===== src/rtl/fetch_decode.sv =====
// Instruction fetch and field-split stage: fetches over req/ack, maintains the PC,
// and presents opcode/imm5/ext_en/pc_out to execute over valid/ready.
module fetch_decode #(
  parameter logic [7:0] RESET_PC = 8'h00
) (
  input  logic       clk,
  input  logic       reset,
  output logic       mem_req,
  output logic [7:0] mem_addr,
  input  logic       mem_ack,
  input  logic [7:0] mem_rdata,
  output logic       out_valid,
  input  logic       out_ready,
  output logic [2:0] opcode,
  output logic [4:0] imm5,
  output logic       ext_en,
  output logic [7:0] pc_out,
  input  logic       branch_en,
  input  logic [7:0] branch_target,
  output logic       halted
);

  typedef enum logic [1:0] {IDLE, FETCH, HOLD, HALT} state_t;

  localparam logic [2:0] OP_ADDI = 3'b001;
  localparam logic [2:0] OP_LDI  = 3'b100;
  localparam logic [2:0] OP_BEQ  = 3'b101;
  localparam logic [2:0] OP_HLT  = 3'b111;

  state_t     state;
  logic [7:0] pc;
  logic       flush;
  logic       accept;

  function automatic logic uses_imm(input logic [2:0] op);
    return (op == OP_ADDI) || (op == OP_LDI) || (op == OP_BEQ);
  endfunction

  assign accept = out_valid & out_ready;

  always_ff @(posedge clk) begin
    if (reset) begin
      state     <= IDLE;
      pc        <= RESET_PC;
      flush     <= 1'b0;
      mem_req   <= 1'b0;
      mem_addr  <= RESET_PC;
      out_valid <= 1'b0;
      opcode    <= '0;
      imm5      <= '0;
      ext_en    <= 1'b0;
      pc_out    <= '0;
      halted    <= 1'b0;
    end else begin
      case (state)
        IDLE: begin
          mem_req  <= 1'b1;
          mem_addr <= pc;
          state    <= FETCH;
        end

        FETCH: begin
          if (mem_ack) begin
            if (flush || branch_en) begin
              // Redirected fetch: drop the data and keep requesting, now at the target.
              flush    <= 1'b0;
              pc       <= branch_en ? branch_target : pc;
              mem_addr <= branch_en ? branch_target : pc;
            end else begin
              opcode    <= mem_rdata[7:5];
              imm5      <= mem_rdata[4:0];
              ext_en    <= uses_imm(mem_rdata[7:5]);
              pc_out    <= pc;
              out_valid <= 1'b1;
              mem_req   <= 1'b0;
              pc        <= pc + 8'd1;
              state     <= HOLD;
            end
          end else if (branch_en) begin
            // Request address stays put until the outstanding ack arrives.
            flush <= 1'b1;
            pc    <= branch_target;
          end
        end

        HOLD: begin
          if (branch_en) begin
            out_valid <= 1'b0;
            pc        <= branch_target;
            mem_req   <= 1'b1;
            mem_addr  <= branch_target;
            state     <= FETCH;
          end else if (accept) begin
            out_valid <= 1'b0;
            if (opcode == OP_HLT) begin
              halted <= 1'b1;
              state  <= HALT;
            end else begin
              mem_req  <= 1'b1;
              mem_addr <= pc;
              state    <= FETCH;
            end
          end
        end

        HALT: begin
          if (branch_en) begin
            halted   <= 1'b0;
            pc       <= branch_target;
            mem_req  <= 1'b1;
            mem_addr <= branch_target;
            state    <= FETCH;
          end
        end

        default: state <= IDLE;
      endcase
    end
  end

endmodule


===== config.mk =====
export PLATFORM = sky130hd
export DESIGN_NAME = fetch_decode
export DESIGN_NICKNAME = d
export VERILOG_FILES = /design/src/rtl/fetch_decode.sv
export SDC_FILE = /design/constraint.sdc
export NUM_CORES = 1
export LEC_CHECK = 0
export ABC_AREA = 1
export BUFFER_PORTS_ARGS = -buffer_cell sky130_fd_sc_hd__buf_2
export CELL_PAD_IN_SITES_DETAIL_PLACEMENT = 0
export CELL_PAD_IN_SITES_GLOBAL_PLACEMENT = 1
export CORE_MARGIN = 2
export CORE_UTILIZATION = 30
export CTS_BUF_LIST = sky130_fd_sc_hd__clkbuf_16
export DETAILED_ROUTE_END_ITERATION = 6
export GPL_TIMING_DRIVEN = 0
export HOLD_SLACK_MARGIN = 0.15
export PLACE_DENSITY = 0.72
export SYNTH_ARGS = -nofsm -noshare
export SYNTH_HDL_FRONTEND = slang
export SYNTH_SLANG_ARGS = --single-unit

===== constraint.sdc =====
create_clock -name clk -period 1.45 [get_ports clk]
set_input_delay 0 -clock clk [delete_from_list [all_inputs] [get_ports clk]]
set_output_delay 0 -clock clk [all_outputs]
set_load 0.05 [all_outputs]

[Yosys cells after proc, flatten, opt, wreduce, memory -nomap -nowiden]
Index checks and enable logic that the tools add are counted.
Storage, ports and cells
  word-level logic and storage cells: 84
  bits in registers: 39
  input bits: 21
Cells by class
  bitwise logic cells: 2
  equal/unequal tests: 17
  $add $sub $neg: 1
  mux-type cells: 37
  reduce and logical (&&, ||, !) cells: 16
Operator list (count)
  $mux 8: 9
  $pmux 8 s4: 1
  $mux 1: 16
  $pmux 8 s2: 1
  $reduce_and 5->1: 3
  $ne 2x2->1 const B: 7
  $mux 2: 6
  $eq 3x3->1 const B: 3
  $add 8x1->8 const B: 1
  $pmux 2 s4: 1
  $reduce_and 4->1: 2
  $reduce_bool 2->1: 4
  $ne 3x3->1 const B: 2
  $reduce_and 3->1: 2
  $eq 2x2->1 const B: 2
  $pmux 1 s2: 2
  $pmux 1 s4: 1
  $eq 3x1->1 const B: 1
  $logic_or 1x1->1: 3
  $eq 2x1->1 const B: 1
  $logic_not 2->1: 1
  $ne 2x1->1 const B: 1
  $reduce_or 2->1: 1
  $and 1x1->1: 1
  $not 1->1: 1

[Longest topological paths before layout]
Gate-level depths: netlist of the first run.
  depth in word-level cells: 5
  depth in mapped cells: 11
  depth with buffers taken out: 10

[Least setup slack after synthesis of the first run]
Ideal clock, no wire load.
  kind: register to register
  start point: register state[0]
  end point: register pc[0]
  setup slack: -0.079 ns
  library setup time: 0.113 ns
  arrival time: 1.416 ns
  data required time: 1.337 ns
  buffers on the path: 1
  cell stages (with the launch flop): 12
  period minus slack after synthesis: 1.529 ns
  cell sequence: dfxtp_1 -> inv_1 -> ha_1 -> inv_2 -> nand3_1 -> nor2_1 -> buf_4 -> inv_2 -> nand2_1 -> o21ai_1 -> o21ai_1 -> inv_1
On the way
  word-level cells in the longest chain between the ends: 3
RTL lines
  start: declaration: RTL line 30  | state_t state;
  start signal: assignment: RTL line 43  | state <= IDLE;
  start signal: assignment: RTL line 59  | state <= FETCH;
  start signal: assignment: RTL line 77  | state <= HOLD;
  $eq 2x2->1: RTL line 55  | case (state)
  $reduce_or 2->1 (no line)
  $pmux 8 s2 / $reduce_bool 2->1 (equally long branches)
  end signal: assignment: RTL line 67  | pc <= branch_en ? branch_target : pc;
  end signal: assignment: RTL line 76  | pc <= pc + 8'd1;
  end signal: assignment: RTL line 82  | pc <= branch_target;
  end: declaration: RTL line 31  | logic [7:0] pc;
Several ways; a longest one is shown, not always the timed one.
A chain may end at the register's enable or synchronous reset.

[Worst setup path after layout of the first run]
  start point: register state[0]
  end point: register mem_addr[5]
On the way
  word-level cells in the longest chain between the ends: 3
RTL lines
  $eq 2x2->1 / $eq 2x1->1 (equally long branches): RTL line 55
  $ne 3x3->1 (no line) / $ne 2x2->1 (equally long branches)
  $reduce_and 5->1 (no line)
  end signal: assignment: RTL line 58  | mem_addr <= pc;
  end signal: assignment: RTL line 68  | mem_addr <= branch_en ? branch_target : pc;
  end signal: assignment: RTL line 91  | mem_addr <= branch_target;
  end: declaration: RTL line 9  | output logic [7:0] mem_addr,
Several ways; a longest one is shown, not always the timed one.

==> results of run 1 <==
==> final timing paths <==
kind	from	to	slack, ns	cells past startpoint
worst max-delay path	state[0]	mem_addr[5]	-0.08	10
worst min-delay path	reset	mem_req	0.17	2
worst max register to register	state[0]	mem_addr[5]	-0.08	10
worst min register to register	mem_req	mem_req	0.45	2
==> layout make-up <==
type | count | area (µm²)
inverters | 25 | 125.1
flip-flops and latches | 39 | 793.3
clock buffers | 5 | 125.1
clock inverters | 3 | 16.27
multi-input cells | 225 | 1245
well taps | 80 | 100.1
fillers | 702 | 3722
repair buffers | 75 | 501.7
plain buffers | 11 | 90.09
==> timing repair <==
| action | in CTS | in global routing |
|---|---|---|
| setup buffers | 5 | 9 |
| pin swaps | 6 | 4 |
| gates cloned | 1 | 2 |
| hold buffers | 11 | 0 |
| setup endpoints to repair | 35 | 29 |
| resized for setup | 34 | 31 |
| endpoints found under the hold margin | 12 | 0 |
==> logic make-up after synthesis <==
group,Yosys count
compound gates,82
xor+xnor,3
fa+ha+maj,7
buf+inv,39
flops,39
simple gates,133
==> metal layers <==
| metal | up-vias | global-route usage |
|---|---|---|
| li1 | 1146 | - |
| met1 | 938 | 0.2184 |
| met2 | 51 | 0.2566 |
| met3 | 5 | 0.03905 |
| met4 | 0 | 0.04261 |
| met5 | - | 0 |
==> cells in the mapped netlist <==
master / instances
a211oi_1: 1
a21oi_1: 34
a21oi_2: 1
buf_2: 3
buf_4: 2
buf_6: 2
clkbuf_1: 7
dfxtp_1: 39
ha_1: 7
inv_1: 19
inv_2: 5
inv_4: 1
nand2_1: 66
nand2_2: 2
nand3_1: 9
nand3_2: 2
nand4_1: 1
nor2_1: 43
nor2_2: 2
nor2_4: 2
nor3_1: 3
o21ai_0: 13
o21ai_1: 32
o21ai_2: 1
or2_0: 1
or2_1: 2
xnor2_1: 1
xor2_1: 2
==> cells in the final DEF (no fill, tap or decap), types with 2 or more instances in the layout <==
cell,count
nand2_1,57
buf_2,48
nor2_1,40
dfxtp_1,33
a21oi_1,30
o21ai_1,28
inv_1,16
o21ai_0,12
buf_4,12
nand2_2,11
dlygate4sd3_1,11
buf_6,9
nand3_1,8
o21ai_2,6
nor2_4,5
clkbuf_16,5
inv_4,4
clkbuf_1,4
a21oi_2,4
ha_4,4
dfxtp_2,4
clkinvlp_4,3
nor3_1,3
ha_1,3
nor2_2,2
clkinv_4,2
nand3_2,2
xor2_1,2
or2_1,2
dfxtp_4,2
==> stage by stage <==
step	instance area, µm²	util	total power, mW
finish	2997	0.4460	5.101
global route	2997	0.4460	5.448
CTS	2808	0.4179	4.884
detailed placement	2396	0.3566	3.549
global placement	2396	0.3566	3.536
floorplan	2061	-	3.063
==> power breakdown <==
group / internal, mW / switching (mW) / leakage [nW]
sequential: 1.32 / 0.197 / 0.323
clock: 0.628 / 0.433 / 0.0726
combinational: 0.888 / 1.63 / 0.961
total: 2.84 / 2.26 / 1.36
==> state kept, by name, summed over array words and instances (netlist names) <==
name	flops
mem_addr	8
pc	8
pc_out	8
imm5	5
opcode	3
state	2
ext_en	1
flush	1
halted	1
mem_req	1
out_valid	1
==> results.sh, run 1 <==
export IMPL_maxCapViolations=0
export IMPL_dp_cells=430
export IMPL_port_buffers=47
export IMPL_vias=2140
export IMPL_clock_skew_ns=0.005806
export IMPL_yosys_warnings=0
export IMPL_synth_xor_area_frac=0.01280
export IMPL_required_ns=1.66
export IMPL_synth_compound_area_share=0.2049
export IMPL_crit_chain="clkinvlp_4, ha_4, inv_4, a21oi_2, nand2_2, nand3_2, nor2_4, buf_2, nor2_1, nor2_1"
export IMPL_avgRoutedWirePerCell_um=13.03
export IMPL_grt_pass1_wl_um=9466
export IMPL_slowest_stage="dfxtp_4"
export IMPL_yosys_area_top_type_share=0.3805
export IMPL_slew_headroom=0.6406
export IMPL_nNetsFinal=410
export IMPL_clkTransAtPathRegs_ns=0.06
export IMPL_syn_nets=331
export IMPL_ys_seq_elements=39
export IMPL_fp_row_count=30
export IMPL_syn_area_mm2=0.002052
export IMPL_dieArea_mm2=0.007518
export IMPL_fin_ws_ns=-0.08140
export IMPL_pre_cts_ws_ns=-0.3508
export IMPL_tightestPinTransition_ns=0.5391
export IMPL_synth_adder_area_share=0.04268
export IMPL_diodes=0
export IMPL_power_leakage_nw=1.357
export IMPL_clockBufferDepth=2
export IMPL_grt_pass1_vias=1930
export IMPL_fin_cells=463
export IMPL_cpPeakStageDelay_ns=0.36
export IMPL_synthTopCellsByArea="dfxtp_1 (38%), nand2_1 (12%), a21oi_1 (8.3%)"
export IMPL_cts_made_buffers=5
export IMPL_ios=49
export IMPL_first_pass_iters=4
export IMPL_finalCritPeriodShare=1.056
export IMPL_core_area_mm2=0.006719
export IMPL_avgSynthCellArea_um2=6.772
export IMPL_path_delay_family="simple AND/OR/NAND/NOR gates"
export IMPL_synthDistinctLibCells=28
export IMPL_hp_class="input port to register"
export IMPL_clockRootBuffer="clkbuf_16"
export IMPL_violations="negative setup slack"
export IMPL_crit_buf_inv=3
export IMPL_cp_start_kind="register"
export IMPL_status="complete, but fails checks"
export IMPL_cellPowerDensity_mw_per_mm2=1702
export IMPL_final_hold_viol_count=0
export IMPL_fin_setup_tns_ns=-0.7148
export IMPL_drt_met1_wl_um=2861
export IMPL_via_per_inst=4.622
export IMPL_crit_top_cell="nor2_1"
export IMPL_clk_latency_ns=0.28
export IMPL_drt_iter0_markers=75
export IMPL_setup_viol=16
export IMPL_place_gp_congestion=0.8192
export IMPL_cp_max_fo=5
export IMPL_synth_top_family_by_area="simple AND/OR/NAND/NOR gates"
export IMPL_highest_layer="met4"
export IMPL_drc=0
export IMPL_cts_sinks=39
export IMPL_grtUsageTotal=0.1612
export IMPL_drive_gt1_frac=0.3368
export IMPL_grt_overflow=0
export IMPL_grt_max_degree=13
export IMPL_syn_inst=303
export IMPL_htree_levels=2
export IMPL_synthSimpleGateAreaFrac=0.2738
export IMPL_dr_wl_met3_um=301
export IMPL_routed_wl_um=6032
export IMPL_wl_met2_um=2810
export IMPL_maxClockFrequency_ghz=0.6530
export IMPL_ant_nets=0
export IMPL_yosysTopAreaCell="dfxtp_1"
export IMPL_ir_drop_uv=611.6
export IMPL_die_w_um=86.71
export IMPL_period_minus_slack_ns=1.531
export IMPL_start_util=0.3054
export IMPL_fin_hold_ws_ns=0.1738
export IMPL_area_growth_pct=46.04
export IMPL_die_h_um=86.71
export IMPL_dp_hpwl_um=4064
export IMPL_ys_seq_area_frac=0.3805
export IMPL_grt_setup_unrepaired="yes"
export IMPL_cp_arrival_ns=1.75
export IMPL_slew_viol_final=0
export IMPL_crit_type="register to register"
export IMPL_cts_tree="done"
export IMPL_antenna_found_initial=0
export IMPL_yosys_mux_area_fraction=0
export IMPL_end_kind="register"
Note: power is estimated with default switching activity, not from simulation.
==> inputs of run 2 (changes only) <==
TNS_END_PERCENT = 30   (was default)
==> run 2 against run 1 <==
Compared with the run above: the flow still finishes with violations (negative setup slack); maximum frequency down 0.45%; die area did not move; largest cell class unchanged; sequential cell count did not move; via count decreased by 1.6%; register-to-register slack hardly changed.
==> results.sh, run 2 (same netlist as run 1, synthesis figures left out) <==
export IMPL_fin_ws_ns=-0.08829
export IMPL_fin_cells=456
export IMPL_status="complete, but fails checks"
export IMPL_cpPeakStageDelay_ns=0.36
export IMPL_fillCellCount=706
export IMPL_grt_overflow=0
export IMPL_r2r_slack_ns=-0.09
export IMPL_antenna_found_initial=0
export IMPL_routed_wl_um=5764
export IMPL_ios=49
export IMPL_grt_pass1_vias=1929
export IMPL_p_comb_frac=0.477
export IMPL_drive_gt1_frac=0.3112
export IMPL_power_switching_mw=2.200
export IMPL_crit_type="register to register"
export IMPL_grt_setup_unrepaired="yes"
export IMPL_final_common_cell="nand2_1"
export IMPL_cts_sinks=39
export IMPL_slew_headroom=0.6431
export IMPL_clockBufferDepth=2
export IMPL_violations="negative setup slack"
export IMPL_vias=2106
export IMPL_path_delay_family="buffers and inverters"
export IMPL_hp_class="input port to register"
export IMPL_cp_max_fo=5
export IMPL_place_gp_congestion=0.8192
export IMPL_grt_pass1_wl_um=9453
export IMPL_cts_made_buffers=5
export IMPL_first_pass_iters=4
export IMPL_diodes=0
export IMPL_fin_hold_ws_ns=0.1726
export IMPL_required_ns=1.63
export IMPL_dp_hpwl_um=4064
export IMPL_via_per_inst=4.618
export IMPL_drc=0
export IMPL_post_route_util=0.4304
export IMPL_grt_max_degree=13
export IMPL_clockRootBuffer="clkbuf_16"
export IMPL_fp_row_count=30
export IMPL_finalPower_mw=4.945
export IMPL_start_util=0.3054
export IMPL_end_kind="register"
export IMPL_dieArea_mm2=0.007518
export IMPL_clkTransAtPathRegs_ns=0.06
export IMPL_power_leakage_nw=1.331
export IMPL_core_area_mm2=0.006719
export IMPL_avgRoutedWirePerCell_um=12.64
export IMPL_cts_tree="done"
export IMPL_dp_cells=430
export IMPL_top_regs="mem_addr: 8 flops, pc: 8 flops, pc_out: 8 flops"
export IMPL_drt_iter0_markers=84
export IMPL_final_cell_mix="nand2_1 (60), buf_2 (48), nor2_1 (41)"
export IMPL_switching_share=0.4449
export IMPL_port_buffers=47
export IMPL_clock_skew_ns=0.005684
export IMPL_crit_chain="clkinvlp_4, ha_4, inv_4, nand3_4, nor2_4, buf_6, inv_8, nand2_4, o21ai_2, o21ai_1, inv_1"
export IMPL_ant_nets=0
export IMPL_crit_buf_inv=5
export IMPL_die_w_um=86.71
export IMPL_setup_viol=15
export IMPL_cellPowerDensity_mw_per_mm2=1710
export IMPL_clkPwrFrac=0.215
export IMPL_cp_arrival_ns=1.71
export IMPL_slew_viol_final=0
export IMPL_die_h_um=86.71
export IMPL_period_minus_slack_ns=1.538
export IMPL_seq_power_share=0.308
export IMPL_htree_levels=2
export IMPL_finalCritPeriodShare=1.061
export IMPL_maxClockFrequency_ghz=0.6501
export IMPL_internal_power_mw=2.745
export IMPL_area_growth_pct=40.91
export IMPL_nNetsFinal=403
export IMPL_tightestPinTransition_ns=0.5353
export IMPL_ir_drop_uv=612.5
export IMPL_grtUsageTotal=0.1608
export IMPL_maxCapViolations=0
export IMPL_slowest_stage="dfxtp_4"
export IMPL_clk_latency_ns=0.28
export IMPL_cp_start_kind="register"
export IMPL_final_hold_viol_count=0
run 2: layer usage:
| metal | global-route usage | wire length, µm | vias up | share of wire |
|---|---|---|---|---|
| li1 | - | - | 1131 | - |
| met5 | 0 | 0 | - | 0 |
| met3 | 0.03905 | 257 | 6 | 0.045 |
| met4 | 0.04261 | 68 | 0 | 0.012 |
| met1 | 0.2190 | 2822 | 919 | 0.49 |
| met2 | 0.2545 | 2617 | 50 | 0.45 |
run 2: cell type report:
cell class                 count  area, µm²  area share
sequential                    39      790.8      0.2735
buffer                        11      86.33     0.02986
multi-input combinational    225       1222      0.4228
clock inverter                 3      16.27    0.005625
timing repair buffer          68      434.2      0.1502
clock buffer                   5      125.1     0.04327
tap                           80      100.1     0.03462
inverter                      25      116.4     0.04024
run 2: what timing repair did:
item	CTS	global route
setup buffers	5	4
endpoints found under the hold margin	12	0
cloned	1	0
hold buffers	11	0
pin swaps	6	8
setup endpoints to repair	35	25
resized for setup	29	20
run 2: path summary, 6_finish.rpt:
check | start | to | depth (start not counted)
setup / recovery | state[0] | pc[0] | 11
setup reg to reg | state[0] | pc[0] | 11
hold reg to reg | mem_req | mem_req | 2
hold / removal | reset | ext_en | 2
run 2: power groups by stage:
stage | clock network [mW] | registers (mW) | logic (mW)
finish | 1.06 | 1.52 | 2.36
global route | 1.14 | 1.56 | 2.59
CTS | 1.08 | 1.52 | 2.26
detailed placement | 0 | 1.53 | 2.02
global placement | 0 | 1.52 | 2.01
floorplan | 0 | 2.03 | 1.03
run 2: stage by stage:
stage | TNS (ns) | setup slack [ns] | instance area [µm²]
after floorplan | -0.006186 | -0.006186 | 2061
after global placement | -5.258 | -0.3321 | 2396
after detailed placement | -5.697 | -0.3508 | 2396
after CTS | -0.3942 | -0.06666 | 2794
after global routing | -2.756 | -0.1897 | 2892
final | -0.7453 | -0.08829 | 2892
run 2: worst reg2reg max path: cells and delay by family, from the launching register on:
| family | cells | cell delay (ns) |
|---|---|---|
| flip-flops | 1 | 0.36 |
| adder cells (fa/ha/maj) | 1 | 0.19 |
| AND/OR/NAND/NOR | 3 | 0.28 |
| AO/OA/AOI/OAI | 2 | 0.18 |
| buffers and inverters | 5 | 0.42 |
